[config.mk]
export PLATFORM = sky130hd
export DESIGN_NAME = pbuff_write_arbiter
export DESIGN_NICKNAME = d
export VERILOG_FILES = /design/src/rtl/pbuff_pkg.sv /design/src/rtl/pbuff_fill_walker.sv /design/src/rtl/pbuff_write_arbiter.sv
export SDC_FILE = /design/constraint.sdc
export NUM_CORES = 1
export LEC_CHECK = 0
export BUFFER_PORTS_ARGS = -buffer_cell sky130_fd_sc_hd__buf_4
export CAP_MARGIN = 20
export CORE_MARGIN = 4
export CORE_UTILIZATION = 40
export DETAILED_ROUTE_END_ITERATION = 10
export HOLD_SLACK_MARGIN = 0.1
export SYNTH_ARGS = -nofsm -noshare
export SYNTH_HDL_FRONTEND = slang
export SYNTH_HIERARCHICAL = 1
export SYNTH_SLANG_ARGS = --single-unit
[constraint.sdc]
create_clock -name clk_clk -period 2.6 [get_ports clk_clk]
set_clock_uncertainty 0.2 [all_clocks]
set_input_delay 0.26 -clock clk_clk [delete_from_list [all_inputs] [get_ports clk_clk]]
set_output_delay 0.26 -clock clk_clk [all_outputs]
set_load 0.05 [all_outputs]
[src/rtl/pbuff_pkg.sv]
// Shared types and sizes for the pixel-buffer write arbiter.
// Optional clipping of fill corners is enabled by PBA_CLIP_EN.
package pbuff_pkg;
   localparam int H_RES     = 160;
   localparam int V_RES     = 120;
   localparam int ADR_W     = 15;
   localparam int DATA_W    = 4;
   localparam int PIX_COUNT = H_RES * V_RES;

   typedef enum logic [1:0] {
      IDLE,
      FILL,
      DONE
   } fill_st_e;

   typedef logic [7:0] x_t;
   typedef logic [6:0] y_t;

   localparam x_t X_MAX = x_t'(H_RES - 1);
   localparam y_t Y_MAX = y_t'(V_RES - 1);

   // Linear address of the first pixel in row y: y*160 = y*128 + y*32.
   function automatic logic [ADR_W-1:0] row_of(y_t y);
      return ADR_W'({y, 7'b0}) + ADR_W'({y, 5'b0});
   endfunction
endpackage

[src/rtl/pbuff_fill_walker.sv]
// Raster walker for the fill engine: x/y/row_base counters.
// Emits the current linear address and flags the last pixel.
module pbuff_fill_walker
   import pbuff_pkg::*;
(
   input  logic             clk_i,
   input  logic             rst_ni,
   input  logic             load_i,
   input  logic             step_i,
   input  x_t               xmin_i,
   input  x_t               xmax_i,
   input  y_t               ymin_i,
   input  y_t               ymax_i,
   output logic [ADR_W-1:0] adr_o,
   output logic             last_o
);
   x_t xmin_q, xmin_d;
   x_t xmax_q, xmax_d;
   y_t ymax_q, ymax_d;
   x_t x_q, x_d;
   y_t y_q, y_d;
   logic [ADR_W-1:0] row_q, row_d;

   // Load bounds on start; advance left-to-right, top-to-bottom on step.
   always_comb begin
      xmin_d = xmin_q;
      xmax_d = xmax_q;
      ymax_d = ymax_q;
      x_d    = x_q;
      y_d    = y_q;
      row_d  = row_q;
      if (load_i) begin
         xmin_d = xmin_i;
         xmax_d = xmax_i;
         ymax_d = ymax_i;
         x_d    = xmin_i;
         y_d    = ymin_i;
         row_d  = row_of(ymin_i);
      end else if (step_i) begin
         if (x_q < xmax_q) begin
            x_d = x_q + 8'd1;
         end else begin
            x_d   = xmin_q;
            y_d   = y_q + 7'd1;
            row_d = row_q + ADR_W'(H_RES);
         end
      end
   end

   // Counter state.
   always_ff @(posedge clk_i or negedge rst_ni) begin
      if (!rst_ni) begin
         xmin_q <= '0;
         xmax_q <= '0;
         ymax_q <= '0;
         x_q    <= '0;
         y_q    <= '0;
         row_q  <= '0;
      end else begin
         xmin_q <= xmin_d;
         xmax_q <= xmax_d;
         ymax_q <= ymax_d;
         x_q    <= x_d;
         y_q    <= y_d;
         row_q  <= row_d;
      end
   end

   assign adr_o  = row_q + ADR_W'(x_q);
   assign last_o = (x_q == xmax_q) && (y_q == ymax_q);
endmodule

[src/rtl/pbuff_write_arbiter.sv]
// Single write port of the pixel buffer shared by CPU and fill engine.
// PBA_CLIP_EN: clamp out-of-range fill corners instead of rejecting.
module pbuff_write_arbiter
   import pbuff_pkg::*;
(
   input  logic              clk_clk,
   input  logic              reset_reset_n,
   input  logic [ADR_W-1:0]  cpu_adr,
   input  logic [DATA_W-1:0] cpu_data,
   input  logic              cpu_wren,
   input  logic              fill_start,
   input  logic              fill_abort,
   input  logic [7:0]        fill_x0,
   input  logic [7:0]        fill_x1,
   input  logic [6:0]        fill_y0,
   input  logic [6:0]        fill_y1,
   input  logic [DATA_W-1:0] fill_colour,
   output logic              fill_busy,
   output logic              fill_done,
   output logic              fill_err,
   output logic [ADR_W-1:0]  pbuff_adr,
   output logic [DATA_W-1:0] pbuff_data,
   output logic              pbuff_wren
);
   fill_st_e state_q, state_d;
   logic cwren_q, pend_q, pend_d, rise;
   logic [ADR_W-1:0] cadr_q, cadr_d;
   logic [DATA_W-1:0] cdat_q, cdat_d;
   logic [DATA_W-1:0] col_q, col_d;
   logic [ADR_W-1:0] adr_q, adr_d;
   logic [DATA_W-1:0] dat_q, dat_d;
   logic wren_q, wren_d;
   logic busy_q, busy_d, done_q, done_d;
   logic err_q, err_d;
   logic load, step, last, bad;
   logic [ADR_W-1:0] walk_adr;
   x_t xa, xb, xmin, xmax;
   y_t ya, yb, ymin, ymax;

   assign rise = cpu_wren & ~cwren_q;

   // Corner conditioning: clamp or range-check, then order.
   always_comb begin
`ifdef PBA_CLIP_EN
      xa  = (fill_x0 > X_MAX) ? X_MAX : fill_x0;
      xb  = (fill_x1 > X_MAX) ? X_MAX : fill_x1;
      ya  = (fill_y0 > Y_MAX) ? Y_MAX : fill_y0;
      yb  = (fill_y1 > Y_MAX) ? Y_MAX : fill_y1;
      bad = 1'b0;
`else
      xa  = fill_x0;
      xb  = fill_x1;
      ya  = fill_y0;
      yb  = fill_y1;
      bad = (fill_x0 > X_MAX) | (fill_x1 > X_MAX) |
            (fill_y0 > Y_MAX) | (fill_y1 > Y_MAX);
`endif
      xmin = (xa < xb) ? xa : xb;
      xmax = (xa < xb) ? xb : xa;
      ymin = (ya < yb) ? ya : yb;
      ymax = (ya < yb) ? yb : ya;
   end

   // CPU edge capture; pending clears when the port is granted.
   always_comb begin
      pend_d = pend_q;
      cadr_d = cadr_q;
      cdat_d = cdat_q;
      if (rise) begin
         pend_d = 1'b1;
         cadr_d = cpu_adr;
         cdat_d = cpu_data;
      end else if (pend_q) begin
         pend_d = 1'b0;
      end
   end

   // Fill FSM and port arbitration; CPU wins any cycle it is pending.
   always_comb begin
      state_d = state_q;
      col_d   = col_q;
      adr_d   = adr_q;
      dat_d   = dat_q;
      wren_d  = 1'b0;
      done_d  = 1'b0;
      err_d   = 1'b0;
      load    = 1'b0;
      step    = 1'b0;
      if (pend_q) begin
         wren_d = 1'b1;
         adr_d  = cadr_q;
         dat_d  = cdat_q;
      end
      unique case (state_q)
         IDLE: begin
            if (fill_start) begin
               if (bad) begin
                  err_d = 1'b1;
               end else begin
                  load    = 1'b1;
                  col_d   = fill_colour;
                  state_d = FILL;
               end
            end
         end
         FILL: begin
            if (fill_abort) begin
               state_d = IDLE;
            end else if (!pend_q) begin
               wren_d = 1'b1;
               adr_d  = walk_adr;
               dat_d  = col_q;
               step   = 1'b1;
               if (last) state_d = DONE;
            end
         end
         DONE: begin
            done_d  = 1'b1;
            state_d = IDLE;
         end
         default: state_d = IDLE;
      endcase
      busy_d = (state_d != IDLE);
   end

   // State and registered outputs.
   always_ff @(posedge clk_clk or negedge reset_reset_n) begin
      if (!reset_reset_n) begin
         state_q <= IDLE;
         cwren_q <= 1'b0;
         pend_q  <= 1'b0;
         cadr_q  <= '0;
         cdat_q  <= '0;
         col_q   <= '0;
         adr_q   <= '0;
         dat_q   <= '0;
         wren_q  <= 1'b0;
         busy_q  <= 1'b0;
         done_q  <= 1'b0;
         err_q   <= 1'b0;
      end else begin
         state_q <= state_d;
         cwren_q <= cpu_wren;
         pend_q  <= pend_d;
         cadr_q  <= cadr_d;
         cdat_q  <= cdat_d;
         col_q   <= col_d;
         adr_q   <= adr_d;
         dat_q   <= dat_d;
         wren_q  <= wren_d;
         busy_q  <= busy_d;
         done_q  <= done_d;
         err_q   <= err_d;
      end
   end

   pbuff_fill_walker u_walk (
      .clk_i  (clk_clk),
      .rst_ni (reset_reset_n),
      .load_i (load),
      .step_i (step),
      .xmin_i (xmin),
      .xmax_i (xmax),
      .ymin_i (ymin),
      .ymax_i (ymax),
      .adr_o  (walk_adr),
      .last_o (last)
   );

   assign fill_busy  = busy_q;
   assign fill_done  = done_q;
   assign fill_err   = err_q;
   assign pbuff_adr  = adr_q;
   assign pbuff_data = dat_q;
   assign pbuff_wren = wren_q;
endmodule

==> metrics.cfg, run 1 <==
[run_status]
outcome=finished with violations
violations=setup timing

[sta]
fmax_ghz=0.383
worst_pin_slew_ns=0.592
maxSlewHeadroom_pct=60.2
hold_viol_final=0
fin_ws_ns=-0.0103
finalSetupTns_ns=-0.0103
period_minus_slack_ns=2.61
rsz0062_at_grt=true
finalSetupViolCount=1
drv_slew=0
period_share_pct=100

[setup_path]
worstPathRequired_ns=2.69
cp-start-kind=input port
cp_max_fo=7
cp_common_cell=ha_4
endpoint_kind=flop
max_stage_delay_ns=0.37
worstPathArrival_ns=2.70
crit_chain=buf_4 -> ha_4 -> nand3_2 -> and3_4 -> o21ai_4 -> buf_12 -> mux2_2 -> ha_4 -> a211oi_2 -> o21ai_1 -> a21oi_2 -> or3b_4 -> nand4_1 -> and3_1
cp_slowest_cell=mux2_2
path_class=in -> reg

[global_routing]
grt_use_total_pct=18.2
grt_pass1_wl_um=24500
grt_max_degree=55
grt_antenna_before_repair=0
gr-total-overflow=0
grt_pass1_vias=4991

[route]
routed_wl_um=14700
wl_per_cell_um=16.3
ant_nets=0
first_pass_iters=4
drt_iter0_drc=233
vias=4686
drc_errors=0
via_per_inst=5.20

[clock_network]
clk_path_buf_depth=2
h-tree-depth=3
cts_root_buffer=clkbuf_16
clock_sinks=98
cts_tree=built
clk_pin_slew_ns=0.07
worstSkewPairLatency_ns=0.35
cts_made_buffers=9

[yosys]
synth_cell_types=62
ys_ff_latch=98
yosys_most_used_dff=dfrtp_1
ys_seq_area_share_pct=41.4
syn-cell-area_mm2=0.00593
synth_nets=652
async_reset_ff_share_pct=100
synthCells=560
ys_warn_count=6
synth_edf_count=0
synth_area_per_cell_um2=10.6

[pwr]
swShare_pct=40.0
clock_power_share_pct=19.1
p_seq_share_pct=34.4
p_switching_mw=2.74
internal-power_mw=4.11
combPwrFrac_pct=46.5
ir_drop_uv=564
p_leak_nw=3.54
powerDensity_mw_per_mm2=855

[floorplan]
fp.dieW_um=130
die_area_mm2=0.0168
io_pins=81
start_util_pct=40.8
rows=44
core_mm2=0.0145
die_h_um=130

[placement]
dp.cells=840
postPlaceCellArea_mm2=0.00716
pre_cts_ws_ns=-0.506
dpl.hpwl_um=10600
numPortBuffers=80
routabilityCongestion=0.828

[finish]
area_growth_syn_to_layout_pct=35.1
final_cells=902
nets=805
final_area_mm2=0.00801
antennaDiodeCount=0
fin_util_pct=55.1
n_fill_cell=1272
drive_above_1_share_pct=35.8

[job]
maxCapViolations=0

[min_path]
hold_class=in -> reg

## path summary, 6_finish.rpt
check,startpoint,end,slack [ns],depth (start not counted)
worst max-delay path,fill_y0[6],u_walk/row_q[14],-0.01,14
worst min-delay path,fill_y1[2],u_walk/ymax_q[2],0.19,4
worst max register to register,u_walk/x_q[7],u_walk/y_q[6],0.18,7
worst min register to register,state_q[0],fill_done,0.25,1
max in group asynchronous,reset_reset_n,u_walk/y_q[1],1.26,3
min in group asynchronous,reset_reset_n,pbuff_data[1],0.24,2
## synthesized netlist by cell type (all sizes together) (2+ instances only)
| cell type | n | share of area [%] |
|---|---|---|
| o221ai | 2 | 0.30 |
| nand2 | 46 | 2.9 |
| and3 | 9 | 0.97 |
| xnor2 | 21 | 3.1 |
| o21ai | 57 | 4.9 |
| o21a | 4 | 0.51 |
| o2111ai | 4 | 0.59 |
| a31oi | 4 | 0.68 |
| mux2 | 67 | 13 |
| nor2b | 6 | 0.76 |
| o211ai | 5 | 0.72 |
| a211oi | 3 | 0.38 |
| o31ai | 3 | 0.61 |
| ha | 33 | 7.0 |
| nand3 | 7 | 0.59 |
| or3 | 4 | 0.42 |
| a21oi | 21 | 2.0 |
| inv | 36 | 2.3 |
| a2111oi | 2 | 0.93 |
| a21o | 5 | 0.65 |
| dfrtp | 98 | 41 |
| mux2i | 23 | 3.9 |
| nand4 | 10 | 1.1 |
| and4 | 2 | 0.30 |
| buf | 14 | 1.4 |
| xor2 | 14 | 2.1 |
| clkbuf | 13 | 0.82 |
| nor3b | 3 | 0.38 |
| and2 | 2 | 0.21 |
| nor4 | 2 | 0.21 |
| nand2b | 6 | 0.63 |
| or2 | 3 | 0.32 |
| o311a | 2 | 0.34 |
| o31a | 4 | 0.59 |
| nor2 | 14 | 1.2 |
## final cells by class
class,count,area (um^2),area share (%)
clock buffers,10,239,2.98
clock inverters,6,60.1,0.750
repair buffers,169,1460,18.2
inverters,36,153,1.91
well taps,184,230,2.87
multi-input cells,399,3420,42.6
flip-flops and latches,98,2450,30.6
## through the flow
step	power [mW]	hold slack, ns
2_1_floorplan	4.53	-0.236
3_3_place_gp	5.35	0.0926
3_5_place_dp	5.45	0.0987
4_1_cts	6.88	0.181
5_1_grt	7.35	0.195
6_report	6.85	0.192
## power groups by stage
stage	Clock [mW]	Combinational [mW]	Sequential, mW
global placement	0	2.99	2.37
finish	1.31	3.18	2.36
detailed placement	0	3.07	2.38
global route	1.41	3.51	2.43
floorplan	0	1.88	2.64
CTS	1.35	3.17	2.36
## routing by layer
layer  track usage, %  share of wire [%]  wire length, um  vias to the layer above
li1                 -                  -                -                     2307
met1             24.1                 46             6750                     2266
met2             29.8                 48             6980                      102
met3             5.57                5.5              809                       11
met4             3.30               0.81              119                        0
met5                0                  0                0                        -
## layout by cell type (no fill, tap or decap), types with 12 or more instances in the layout
| master | Yosys | final |
|---|---|---|
| nor2_1 | 13 | 12 |
| inv_1 | 35 | 29 |
| nand2_1 | 46 | 46 |
| xnor2_1 | 21 | 21 |
| mux2_2 | 57 | 51 |
| ha_1 | 33 | 24 |
| mux2i_1 | 23 | 23 |
| buf_4 | 2 | 119 |
| xor2_1 | 14 | 14 |
| o21ai_0 | 52 | 44 |
| mux2_4 | 10 | 16 |
| dlygate4sd3_1 | 0 | 42 |
| dfrtp_1 | 98 | 98 |
| a21oi_1 | 19 | 16 |
## critical path, delay by kind of cell
kind | cells | cell delay (ns)
muxes | 1 | 0.37
AOI/OAI and AO/OA | 4 | 0.36
and+or+nand+nor | 5 | 0.87
buffers and inverters | 2 | 0.27
adders and majority gates | 2 | 0.56
## cells by family (layout without fill, tap and decap cells)
family / after synthesis / count (layout) / synth area share (%)
AOI/OAI and AO/OA: 122 / 122 / 14.1
xor gates and xnor gates: 35 / 35 / 5.17
adders and majority gates: 34 / 34 / 7.30
buffers and inverters: 63 / 221 / 4.47
DFF: 98 / 98 / 41.4
muxes: 90 / 90 / 17.2
other: 1 / 1 / 0.0633
and+or+nand+nor: 117 / 117 / 10.3
## registers in the layout, summed over array words and instances, names as in the netlist, 2 cells and up
register,cells
u_walk/xmax_q,8
u_walk/row_q,10
pbuff_data,4
col_q,4
u_walk/ymax_q,7
cdat_q,4
u_walk/xmin_q,8
cadr_q,15
pbuff_adr,15
u_walk/x_q,8
u_walk/y_q,7
state_q,2
## repair_timing
item	in CTS	in global routing
hold buffers	42	0
gates cloned	0	1
setup buffers	1	2
endpoints found under the setup margin	4	9
hold endpoints to repair	78	0
gates resized for setup	11	8
pin swaps	8	7
No activity file was read; power rests on OpenSTA's default activity.
==> inputs of run 2 (changes only) <==
Settings changed: SKIP_LAST_GASP set to 1.
==> run 2 against run 1 <==
  * The flow still finishes with violations (setup timing)
  * Core utilization increased by 0.30 points
  * Critical path depth increased by 1
  * Global-route usage about the same
  * Die area unchanged
  * Power increased by 0.45%
  * Final cell count increased by 0.22%
  * Largest cell class unchanged
  * Largest power group unchanged
  * Highest routed layer unchanged
==> metrics.cfg, run 2 (same netlist as run 1, synthesis figures left out) <==
[floorplan]
rows=44  ; unchanged
core_mm2=0.0145  ; unchanged
die_area_mm2=0.0168  ; unchanged
start_util_pct=40.8  ; unchanged
fp.dieW_um=130  ; unchanged
die_h_um=130  ; unchanged
io_pins=81  ; unchanged

[route]
first_pass_iters=4  ; unchanged
via_per_inst=5.22  ; +0.46%
wl_per_cell_um=16.4  ; +0.63%
ant_nets=0  ; unchanged
drc_errors=0  ; unchanged
drt_iter0_drc=265  ; +14%
routed_wl_um=14800  ; +0.85%
vias=4718  ; +0.68%

[setup_path]
endpoint_kind=flop
path_class=in -> reg
r2r_setup_slack_ns=0.18  ; about the same
r2r_end=u_walk/y_q[6]
worstPathRequired_ns=2.64  ; -0.05 ns
worstPathArrival_ns=2.76  ; +0.06 ns
cp_common_cell=ha_4
cp-start-kind=input port
cp.buffers_inverters=3  ; +1
cp_num_cells=15  ; +1
crit_chain=buf_12 -> inv_12 -> ha_4 -> a21o_1 -> a31oi_4 -> o21ai_4 -> buf_6 -> mux2_4 -> ha_4 -> a211oi_4 -> o21ai_2 -> a21oi_2 -> or3b_4 -> nand4_1 -> and3_1
rr_startpoint=u_walk/x_q[6]
reg2reg_depth=7  ; unchanged
cp_top_family=compound AO/OA/AOI/OAI gates
max_stage_delay_ns=0.32  ; -0.05 ns
cp_max_fo=7  ; unchanged
cp_slowest_cell=o21ai_4

[clock_network]
h-tree-depth=3  ; unchanged
clock_sinks=98  ; unchanged
clk_path_buf_depth=2  ; unchanged
worstSkewPairLatency_ns=0.35  ; about the same
cts_made_buffers=9  ; unchanged
cts_root_buffer=clkbuf_16
clk_pin_slew_ns=0.07  ; about the same
cts_tree=built

[sta]
rsz0062_at_grt=true
maxSlewHeadroom_pct=57.3  ; -2.9 points
worst_pin_slew_ns=0.635  ; +0.0434 ns
fmax_ghz=0.368  ; -4.0%
holdWs_ns=0.180  ; -0.0116 ns
drv_slew=0  ; unchanged
period_share_pct=105  ; +4.1 points
finalSetupViolCount=3  ; +2
hold_viol_final=0  ; unchanged
fin_ws_ns=-0.118  ; -0.107 ns
period_minus_slack_ns=2.72  ; +0.107 ns

[global_routing]
grt_pass1_vias=4984  ; -0.14%
grt_use_total_pct=18.1  ; about the same
grt_antenna_before_repair=0  ; unchanged
gr-total-overflow=0  ; unchanged
grt_max_degree=55  ; unchanged
grt_pass1_wl_um=24500  ; about the same

[min_path]
holdPathStages=4  ; unchanged
min_to=u_walk/ymax_q[2]
hold_class=in -> reg
min_from=fill_y0[2]

[finish]
antennaDiodeCount=0  ; unchanged
final_common_cell=buf_4
nets=807  ; +0.25%
n_fill_cell=1279  ; +0.55%
area_growth_syn_to_layout_pct=35.9
mostFrequentLayoutCells=buf_4 (120), dfrtp_1 (98), mux2_2 (50)
final_area_mm2=0.00806  ; +0.55%
drive_above_1_share_pct=36.4  ; +0.60 points

[job]
maxCapViolations=0  ; unchanged

[pwr]
ir_drop_uv=564  ; about the same
powerDensity_mw_per_mm2=854  ; about the same
p_leak_nw=3.56  ; +0.69%
fin_total_pwr_mw=6.88  ; +0.45%

[placement]
numPortBuffers=80  ; unchanged
routabilityCongestion=0.828  ; unchanged
pre_cts_ws_ns=-0.506  ; unchanged
postPlaceCellArea_mm2=0.00716  ; unchanged
dpl.hpwl_um=10600  ; unchanged

[run_status]
outcome=finished with violations
violations=setup timing

## run 2: layout make-up
cell class	count	area [um^2]	area share, %
sequential	98	2450	30.4
multi-input combinational	399	3450	42.8
inverter	36	153	1.89
clock inverter	6	60.1	0.746
timing repair buffer	171	1470	18.3
tap	184	230	2.86
clock buffer	10	239	2.97
## run 2: through the flow
stage,instances,TNS (ns),util [%]
2_1_floorplan,560,-0.555,-
3_3_place_gp,840,-1.73,49.2
3_5_place_dp,840,-2.33,49.2
4_1_cts,899,-0.0673,54.7
5_1_grt,904,-0.686,55.4
6_report,904,-0.220,55.4
## run 2: power by group
group | leakage, nW | switching, mW | internal [mW] | total [mW]
clock | 0.146 | 0.612 | 0.695 | 1.31
combinational | 2.23 | 1.76 | 1.46 | 3.22
sequential | 1.19 | 0.382 | 1.97 | 2.36
total | 3.56 | 2.75 | 4.13 | 6.88
## run 2: how the worst max path moves through the flow
| stage | start | to | slack (ns) |
|---|---|---|---|
| 6_report | fill_y1[2] | u_walk/row_q[14] | -0.12 |
| 5_1_grt | fill_y1[2] | u_walk/row_q[14] | -0.19 |
| 4_1_cts | fill_y1[2] | u_walk/row_q[13] | -0.05 |
| 3_5_place_dp | fill_y1[5] | u_walk/row_q[13] | -0.51 |
| 3_3_place_gp | fill_y1[2] | u_walk/row_q[13] | -0.40 |
| 2_1_floorplan | fill_y1[2] | u_walk/row_q[14] | -0.20 |
## run 2: what timing repair did
| item | in CTS | in global routing |
|---|---|---|
| cloned | 0 | 1 |
| endpoints found under the hold margin | 78 | 0 |
| pin swaps | 7 | 17 |
| setup endpoints to repair | 4 | 9 |
| hold buffers | 42 | 0 |
| setup buffers | 1 | 5 |
| resized for setup | 9 | 18 |
## run 2: worst register-to-register path, delay by kind of cell (launching register included)
kind	cells	cell delay (ns)
compound gates	3	0.66
flops	1	0.45
simple gates	2	0.44
fa+ha+maj	1	0.32
buf+inv	1	0.28
## run 2: metal layers
layer	vias to the layer above	GRT usage [%]	share of wire, %
met4	0	3.30	0.50
met5	-	0	0
met1	2298	24.1	46
met2	101	29.8	48
met3	8	5.57	5.0
li1	2311	-	-
